**src/rtl/dispatch_buffer.sv**
```systemverilog
// dispatch_buffer: rename-to-issue dispatch FIFO.
// Computes initial operand ready bits from the core-wide physical register
// busy table, keeps buffered ready bits current by snooping wakeups, and
// presents up to DISPATCH_WIDTH micro-ops per cycle to the issue queue.
module dispatch_buffer #(
  parameter int DISPATCH_WIDTH   = 2,
  parameter int NUM_WAKEUP_PORTS = 2,
  parameter int DEPTH            = 8,
  parameter int NUM_PREGS        = 128
) (
  input  logic                               i_clk,
  input  logic                               i_reset,      // active-low, asynchronous
  input  logic                               i_flush,
  input  logic [DISPATCH_WIDTH-1:0]          i_ren_valid,
  input  logic [DISPATCH_WIDTH*7-1:0]        i_ren_src_id1,
  input  logic [DISPATCH_WIDTH*7-1:0]        i_ren_src_id2,
  input  logic [DISPATCH_WIDTH-1:0]          i_ren_v1,
  input  logic [DISPATCH_WIDTH-1:0]          i_ren_v2,
  input  logic [DISPATCH_WIDTH*7-1:0]        i_ren_pdst,
  input  logic [DISPATCH_WIDTH-1:0]          i_ren_pdst_v,
  input  logic [DISPATCH_WIDTH-1:0]          i_ren_ctrl,
  output logic                               o_ren_ready,
  input  logic [NUM_WAKEUP_PORTS-1:0]        i_wk_valid,
  input  logic [NUM_WAKEUP_PORTS*7-1:0]      i_wk_pdst,
  output logic [DISPATCH_WIDTH-1:0]          o_iq_valid,
  output logic [DISPATCH_WIDTH*7-1:0]        o_iq_src_id1,
  output logic [DISPATCH_WIDTH-1:0]          o_iq_p1,
  output logic [DISPATCH_WIDTH-1:0]          o_iq_v1,
  output logic [DISPATCH_WIDTH*7-1:0]        o_iq_src_id2,
  output logic [DISPATCH_WIDTH-1:0]          o_iq_p2,
  output logic [DISPATCH_WIDTH-1:0]          o_iq_v2,
  output logic [DISPATCH_WIDTH-1:0]          o_iq_ctrl,
  input  logic                               i_iq_ready
);

  localparam int TW = 7;
  localparam int PW = $clog2(DEPTH);
  localparam int CW = $clog2(DEPTH + 1);
  localparam logic [CW-1:0] L_DEPTH = CW'(DEPTH);
  localparam logic [CW-1:0] L_WIDTH = CW'(DISPATCH_WIDTH);

  typedef struct packed {
    logic [TW-1:0] src1;
    logic          p1;
    logic          v1;
    logic [TW-1:0] src2;
    logic          p2;
    logic          v2;
    logic          ctrl;
  } entry_t;

  entry_t                 r_mem [DEPTH];
  logic [PW-1:0]          r_head;
  logic [PW-1:0]          r_tail;
  logic [CW-1:0]          r_count;
  logic [NUM_PREGS-1:0]   r_busy;

  logic [CW-1:0]          w_enq_n;
  logic [CW-1:0]          w_deq_n;
  logic                   w_enq;
  logic [NUM_PREGS-1:0]   w_busy_next;
  entry_t                 w_new [DISPATCH_WIDTH];

  // True when any valid wakeup port broadcasts this tag in the current cycle.
  function automatic logic wk_hit(input logic [TW-1:0] tag,
                                  input logic [NUM_WAKEUP_PORTS-1:0] vld,
                                  input logic [NUM_WAKEUP_PORTS*TW-1:0] pd);
    logic h;
    h = 1'b0;
    for (int k = 0; k < NUM_WAKEUP_PORTS; k++)
      if (vld[k] && pd[k*TW +: TW] == tag) h = 1'b1;
    return h;
  endfunction

  // Accept/dequeue sizing; ren_ready looks only at registered count and flush.
  always_comb begin
    w_enq_n = '0;
    for (int i = 0; i < DISPATCH_WIDTH; i++)
      w_enq_n = w_enq_n + CW'(i_ren_valid[i]);
    o_ren_ready = !i_flush && ((L_DEPTH - r_count) >= L_WIDTH);
    w_enq       = o_ren_ready && (|i_ren_valid);
    w_deq_n     = '0;
    if (i_iq_ready)
      w_deq_n = (r_count < L_WIDTH) ? r_count : L_WIDTH;
  end

  // Build incoming entries with initial ready bits, masking intra-group dependencies.
  always_comb begin
    for (int i = 0; i < DISPATCH_WIDTH; i++) begin
      w_new[i].src1 = i_ren_src_id1[i*TW +: TW];
      w_new[i].src2 = i_ren_src_id2[i*TW +: TW];
      w_new[i].v1   = i_ren_v1[i];
      w_new[i].v2   = i_ren_v2[i];
      w_new[i].ctrl = i_ren_ctrl[i];
      w_new[i].p1   = !i_ren_v1[i] || (w_new[i].src1 == '0) || !r_busy[w_new[i].src1]
                      || wk_hit(w_new[i].src1, i_wk_valid, i_wk_pdst);
      w_new[i].p2   = !i_ren_v2[i] || (w_new[i].src2 == '0) || !r_busy[w_new[i].src2]
                      || wk_hit(w_new[i].src2, i_wk_valid, i_wk_pdst);
      for (int j = 0; j < i; j++) begin
        if (i_ren_valid[j] && i_ren_pdst_v[j]) begin
          if (i_ren_pdst[j*TW +: TW] == w_new[i].src1) w_new[i].p1 = 1'b0;
          if (i_ren_pdst[j*TW +: TW] == w_new[i].src2) w_new[i].p2 = 1'b0;
        end
      end
    end
  end

  // Busy table update: wakeups clear, accepted destinations set (set wins), tag 0 never busy.
  always_comb begin
    w_busy_next = r_busy;
    for (int k = 0; k < NUM_WAKEUP_PORTS; k++)
      if (i_wk_valid[k]) w_busy_next[i_wk_pdst[k*TW +: TW]] = 1'b0;
    if (w_enq)
      for (int i = 0; i < DISPATCH_WIDTH; i++)
        if (i_ren_valid[i] && i_ren_pdst_v[i]) w_busy_next[i_ren_pdst[i*TW +: TW]] = 1'b1;
    w_busy_next[0] = 1'b0;
  end

  // Pointers, occupancy and busy table.
  always_ff @(posedge i_clk or negedge i_reset) begin
    if (!i_reset) begin
      r_head  <= '0;
      r_tail  <= '0;
      r_count <= '0;
      r_busy  <= '0;
    end else begin
      r_busy <= w_busy_next;
      if (i_flush) begin
        r_head  <= '0;
        r_tail  <= '0;
        r_count <= '0;
      end else begin
        r_head  <= r_head + PW'(w_deq_n);
        if (w_enq) r_tail <= r_tail + PW'(w_enq_n);
        r_count <= r_count + (w_enq ? w_enq_n : '0) - w_deq_n;
      end
    end
  end

  // Entry storage: snoop wakeups into every slot, then write accepted lanes at tail.
  // NOTE: the payload array has no reset; occupancy is tracked by r_count and
  // outputs are gated by it, so stale slot contents are never observed.
  always_ff @(posedge i_clk) begin
    for (int e = 0; e < DEPTH; e++) begin
      if (r_mem[e].v1 && wk_hit(r_mem[e].src1, i_wk_valid, i_wk_pdst)) r_mem[e].p1 <= 1'b1;
      if (r_mem[e].v2 && wk_hit(r_mem[e].src2, i_wk_valid, i_wk_pdst)) r_mem[e].p2 <= 1'b1;
    end
    if (w_enq)
      for (int i = 0; i < DISPATCH_WIDTH; i++)
        if (i_ren_valid[i]) r_mem[r_tail + PW'(i)] <= w_new[i];
  end

  // Present head entries to the issue queue with same-cycle wakeup bypass on ready bits.
  always_comb begin
    o_iq_valid   = '0;
    o_iq_src_id1 = '0;
    o_iq_p1      = '0;
    o_iq_v1      = '0;
    o_iq_src_id2 = '0;
    o_iq_p2      = '0;
    o_iq_v2      = '0;
    o_iq_ctrl    = '0;
    for (int i = 0; i < DISPATCH_WIDTH; i++) begin
      if (r_count > CW'(i)) begin
        o_iq_valid[i]            = 1'b1;
        o_iq_src_id1[i*TW +: TW] = r_mem[r_head + PW'(i)].src1;
        o_iq_src_id2[i*TW +: TW] = r_mem[r_head + PW'(i)].src2;
        o_iq_v1[i]               = r_mem[r_head + PW'(i)].v1;
        o_iq_v2[i]               = r_mem[r_head + PW'(i)].v2;
        o_iq_ctrl[i]             = r_mem[r_head + PW'(i)].ctrl;
        o_iq_p1[i] = r_mem[r_head + PW'(i)].p1 || (r_mem[r_head + PW'(i)].v1
                     && wk_hit(r_mem[r_head + PW'(i)].src1, i_wk_valid, i_wk_pdst));
        o_iq_p2[i] = r_mem[r_head + PW'(i)].p2 || (r_mem[r_head + PW'(i)].v2
                     && wk_hit(r_mem[r_head + PW'(i)].src2, i_wk_valid, i_wk_pdst));
      end
    end
  end

endmodule
```
**config.mk**
```make
export PLATFORM = sky130hd
export DESIGN_NAME = dispatch_buffer
export DESIGN_NICKNAME = d
export VERILOG_FILES = /design/src/rtl/dispatch_buffer.sv
export SDC_FILE = /design/constraint.sdc
export NUM_CORES = 1
export LEC_CHECK = 0
export BUFFER_PORTS_ARGS = -buffer_cell sky130_fd_sc_hd__buf_4
export CAP_MARGIN = 30
export CORE_MARGIN = 3
export CORE_UTILIZATION = 55
export DETAILED_ROUTE_END_ITERATION = 7
export MAX_ROUTING_LAYER = met4
export PLACE_DENSITY = 0.72
export SLEW_MARGIN = 5
export SYNTH_ARGS = -nofsm -noshare
export SYNTH_HDL_FRONTEND = slang
export SYNTH_SLANG_ARGS = --single-unit
```
**constraint.sdc**
```tcl
create_clock -name i_clk -period 4.3 [get_ports i_clk]
set_input_delay 0.645 -clock i_clk [delete_from_list [all_inputs] [get_ports i_clk]]
set_output_delay 0.645 -clock i_clk [all_outputs]
set_load 0.005 [all_outputs]
```
-- Yosys cells after proc, flatten, opt, wreduce, memory -nomap -nowiden
Memory sizes are Yosys's and may differ from the RTL's.
Index checks and enable logic that the tools add are counted.
- mux-type cells: 139
- reductions and logical operators: 107
- magnitude comparators: 16
- bitwise logic cells: 6
- add/sub/neg operators: 8
- equal/unequal tests: 50
- operator list (cell ; count):
    $mux W128 ; 6
    $eq A7 B7 Y1 ; 50
    $and A128 B128 Y128 ; 2
    $not A128 Y128 ; 2
    $or A128 B128 Y128 ; 2
    $mux W1 ; 114
    $logic_and A1 B1 Y1 ; 76
    $lt A7 B8 Y1 const B ; 8
    $bmux W1 S7 ; 4
    $demux W1 S7 ; 4
    $ge A7 B1 Y1 const B ; 4
    $logic_not A7 Y1 ; 4
    $mux W7 ; 4
    $logic_or A1 B1 Y1 ; 16
    $mux W4 ; 3
    $logic_not A1 Y1 ; 9
    $mux W3 ; 3
    $gt A4 B1 Y1 const B ; 2
    $add A3 B1 Y3 const B ; 2
    $add A4 B2 Y4 ; 1
    $ge A4 B2 Y1 const B ; 1
    $lt A4 B2 Y1 const B ; 1
    $sub A4 B4 Y4 ; 1
    $sub A4 B4 Y4 const A ; 1
    6 further kinds ; 6
- output and inout bits: 41
- register bits: 137
- memories: 1
- bits in writable memories: 152
- memory list (memory ; depth ; bits a word ; rd ports ; clocked after memory_dff ; write ports ; line ; RTL):
    r_mem ; 8 ; 19 ; 10 ; 0 ; 10 ; 52 ; entry_t r_mem [DEPTH];

-- Longest topological paths before layout
- depth in word-level cells: 15
- mapped depth: 15

-- Worst setup path before layout
Ideal clock, no wire load.
- path type: register to register
- start point: register r_count[1]
- end point: register r_count[3]
- cell stages (with the launch flop): 15
- data arrival time: 3494 ps
- slack: 674 ps
- clock period less this slack: 3626 ps
- path buffers: 2
- cells stage by stage: dfrtp_1 -> inv_1 -> ha_1 -> nor2b_1 -> a31o_2 -> a211oi_2 -> clkbuf_1 -> buf_1 -> and2_1 -> fa_1 -> ha_1 -> a21o_1 -> a21oi_1 -> xnor2_1 -> nor2_1
- word-level cells in the longest chain between the ends: 8
- elaborated cells between the ends (all ways): 11
- those cells by class: 3 x add/sub; 2 x order compare; 4 x mux; 2 x reduce/logical
- RTL lines (item ; line ; RTL):
    start, declared ; 55 ; logic [CW-1:0] r_count;
    start signal, assigned ; 135 ; r_count <= r_count + (w_enq ? w_enq_n : '0) - w_deq_n;
    $sub A4 B4 Y4 ; 80 ; o_ren_ready = !i_flush && ((L_DEPTH - r_count) >= L_WIDTH);
    $ge A4 B2 Y1 ; 80 ;
    $logic_and A1 B1 Y1 ; 80 ;
    $logic_and A1 B1 Y1 ; 81 ; w_enq = o_ren_ready && (|i_ren_valid);
    $mux W2 ; 135 ;
    $add A4 B2 Y4 ; 135 ;
    $sub A4 B4 Y4 (*) ; 135 ;
    $mux W4 (*) ; 128 ; if (i_flush) begin
Mark *: on every way between the ends. The rest lies on a longest branch, timed or not.
A chain may end at the register's enable or synchronous reset.

-- Final worst setup path
- start point: register r_head[0]
- end point: output o_iq_p1[0]
- word-level cells in the longest chain between the ends: 9
- elaborated cells between the ends (all ways): 11
- those cells by class: 2 x eq/ne; 4 x mux; 4 x reduce/logical; 1 x memory
- RTL lines (item ; line ; RTL):
    start, declared ; 53 ; logic [PW-1:0] r_head;
    start signal, assigned ; 133 ; r_head <= r_head + PW'(w_deq_n);
    $mem_v2 Z8 W19 (*) ; -- ;
    $eq A7 B7 Y1 ; 71 ; if (vld[k] && pd[k*TW +: TW] == tag) h = 1'b1;
    $logic_and A1 B1 Y1 ; 71 ;
    $mux W1 (2 in a row) ; 71 ;
    $mux W1 ; 164 ; if (r_count > CW'(i)) begin
    $logic_and A1 B1 Y1 ; 172 ; && wk_hit(r_mem[r_head + PW'(i)].src1, i_wk_valid, i_wk_pdst));
    $logic_or A1 B1 Y1 (*) ; 171 ; o_iq_p1[i] = r_mem[r_head + PW'(i)].p1 || (r_mem[r_head + PW'(i)].v1
    $mux W1 (*) ; 164 ;
    end, declared ; 27 ; output logic [DISPATCH_WIDTH-1:0] o_iq_p1,
Mark *: on every way between the ends. The rest lies on a longest branch, timed or not. The select of a mux whose other input is x is not followed.

==> flow_summary.toml <==
[cells_and_area]
synthToLayoutAreaGrowth_pct = 9.723
finalInstanceArea_sq_um = 28250
drive_above_1_share_pct = 20.12
final_util_pct = 61.73
fin_cells = 3073
final_nets = 2529
num-fill-cells = 3780

[sta]
hold_viol_final = 0
finalClockSkew_ps = 13.35
setup_viol = 0
worst_slack_ps = 119.0
slew_headroom_pct = 18.85
slew_viol_final = 0
post-route-period-util_pct = 97.23
fmax_ghz = 0.2392
worst_pin_slew_ps = 1217
rsz0062_at_grt = "yes"
timing.final.crit_period_ps = 4181

[logic_synthesis]
synth_async_sr_flop_share_pct = 47.40
synth_compound_area_share_pct = 18.96
postSynthCellCount = 2482
synth_top_family_by_area = "multiplexers"
synth-xor-area-share_pct = 12.18
syn_avg_cell_area_sq_um = 10.38
synth.area.mux_share_pct = 20.84
synthFlopType = "dfrtp_1"
ys_types = 75
synthSimpleGateAreaFrac_pct = 11.75
synth_edf_count = 136
synth_nets = 2573
netlist_area_sq_um = 25750
ys_ff_latch = 289
yosys.area.top_type = "mux4_2"
yosys-top-cells-area = "mux4_2 (17%), edfxtp_1 (16%), dfrtp_1 (13%)"
yosysWarnings = 0
seq_area_frac_synth_pct = 30.42
netlist.area_leader.share_pct = 16.97
synth_adder_area_share_pct = 1.040

[power]
ir_worst_vdd_mv = 0.5857
clkPwrFrac_pct = 27.0
sw_frac_of_total_pct = 38.07
p_sw_uw = 4656
comb_power_share_pct = 42.0
pwr-share-seq_pct = 31.0
powerDensity_nw_per_um2 = 432.9
p_leak_uw = 0.009986
internal_power_uw = 7574
p_total_uw = 12230

[die]
die-area_sq_um = 49450
num_rows = 78
die_w_um = 222.4
chipHeight_um = 222.4
coreArea_sq_um = 45770
initial_core_util_pct = 56.26
pin_count = 113

[worst_hold_path]
hp-class = "in2async"

[global_routing]
grt_overflow = 0
grt_usage_pct = 47.41
grt_pass1_wl_um = 168600
antenna_found_initial = 6
grt_pass1_vias = 24491
grt_max_degree = 87

[outcome]
status = "finished clean"

[routing]
routed_via_density = 8.218
wl_per_cell_um = 38.21
drtIter0Drc = 4336
wl_um = 117400
antenna_left = 0
first_pass_iters = 8
drc_errors = 0
vias = 25255

[cts]
cts_setup_buffers = 0
root_buffer = "clkbuf_16"
cts.htree.levels = 2
cts_max_path_buffers = 3
clk_latency_ps = 570
cts_buffers = 36
cts_sinks = 289
clkTransAtPathRegs_ps = 60
cts_tree = "done"

[critical_path]
required_ps = 3650
crit_fanout = 77
worstSetupEndpointType = "primary output"
rr_endpoint = "r_mem[4][2]"
cp-start-kind = "register"
rr_startpoint = "r_count[1]"
crit_type = "reg2out"
r2r_slack_ps = 870
cp.arrival_ps = 3540
rr_worst_depth = 12

[place]
place_ws_ps = 544.9
io_buffer_count = 112
dpl_cell_area_sq_um = 26870
dp_cells = 2996
routabilityCongestion = 1.047
hpwlAfterDp_um = 78990

[job]
drv_cap = 0
==> power groups by stage <==
stage	registers [uW]	clock network (uW)	logic [uW]
3_5_place_dp	3790	0	4940
5_1_grt	3800	3410	5410
4_1_cts	3740	3290	4960
6_report	3790	3310	5140
3_3_place_gp	3770	0	4820
2_1_floorplan	3570	0	3330
==> cell usage after synthesis (42+ instances only) <==
cell,count
a22o_1,226
a22oi_1,125
buf_1,54
buf_2,60
clkbuf_1,144
dfrtp_1,137
edfxtp_1,136
mux2i_1,94
mux4_2,194
nand2_1,106
nand3_1,42
nand4_1,85
nor2_1,134
o21ai_0,66
o22ai_1,103
xnor2_1,166
xor2_1,192
==> registers in the layout, summed over array words and instances (netlist names) <==
signal	flops
r_mem	152
r_busy	127
r_count	4
r_head	3
r_tail	3
==> per-stage QoR <==
stage,hold slack (ps),TNS [ps]
after floorplan,349.4,0
after global placement,537.6,0
after detailed placement,555.4,0
after CTS,195.3,0
after global routing,216.8,-18.34
final,158.7,0
==> cell type report <==
cell class	count	area, sq um	area share [%]
clock buffers	55	1105	3.910
flip-flops and latches	289	7838	27.74
inverters	28	105.1	0.3720
clock inverters	10	163.9	0.5801
repair buffers	187	1491	5.279
well taps	600	750.7	2.657
multi-input cells	1896	16780	59.39
diodes	8	20.02	0.07085
==> worst max-delay path: stages (launching register included) <==
cell     delay, ps
dfrtp_4        450
buf_16         400
mux4_2         560
mux2i_1        390
xor2_1         210
nand4_1        110
nor2_1         120
o21ai_0        130
o21ai_1        360
buf_4          210
==> logic make-up after synthesis <==
kind of cell             count (synthesis)
multiplexers                           293
adder cells (fa/ha/maj)                 19
flip-flops                             289
AO/OA/AOI/OAI                          644
buffers and inverters                  297
XOR/XNOR                               358
AND/OR/NAND/NOR                        582
==> worst max path at each step <==
stage,start,to,slack (ps)
3_5_place_dp,i_ren_src_id1[7],r_mem[1][11],540
2_1_floorplan,r_count[1],r_count[3],670
4_1_cts,r_head[1],o_iq_p1[0],110
3_3_place_gp,r_head[0],o_iq_p2[1],580
5_1_grt,r_head[0],o_iq_p2[0],-20
6_report,r_head[0],o_iq_p1[0],120
==> layer usage <==
metal	global-route usage [%]	up-vias	wire length [um]
met2	68.04	2735	50390
met5	-	-	0
met4	34.39	0	11090
li1	-	9649	-
met3	14.76	774	17720
met1	56.44	12097	38210
==> cells in the final DEF (no fill, tap or decap), types with 9 or more instances in the layout <==
master and instances:
o221ai_1 30, and2_1 19, nor2b_1 28, dfxtp_1 16, clkbuf_16 38, o21ai_0 65
nand2_1 106, mux2i_1 89, o22ai_1 103, nor4_1 30, ha_1 14, edfxtp_1 136
and3_1 13, xnor2_1 166, nand3b_1 15, xor2_1 191, nor3_1 31, buf_4 176
mux4_2 194, nand2b_1 18, clkbuf_8 9, inv_1 27, dfrtp_1 135, a21oi_1 25
nor2_1 134, a22o_1 226, a22oi_1 125, nand4_1 85, nand3_1 42, or2_2 18
==> timing repair <==
action | 4_1_cts | 5_1_grt
gates resized for setup | 1 | 9
setup endpoints to repair | 2 | 4
hold buffers | 0 | 0
(Power assumes the default switching activity.)
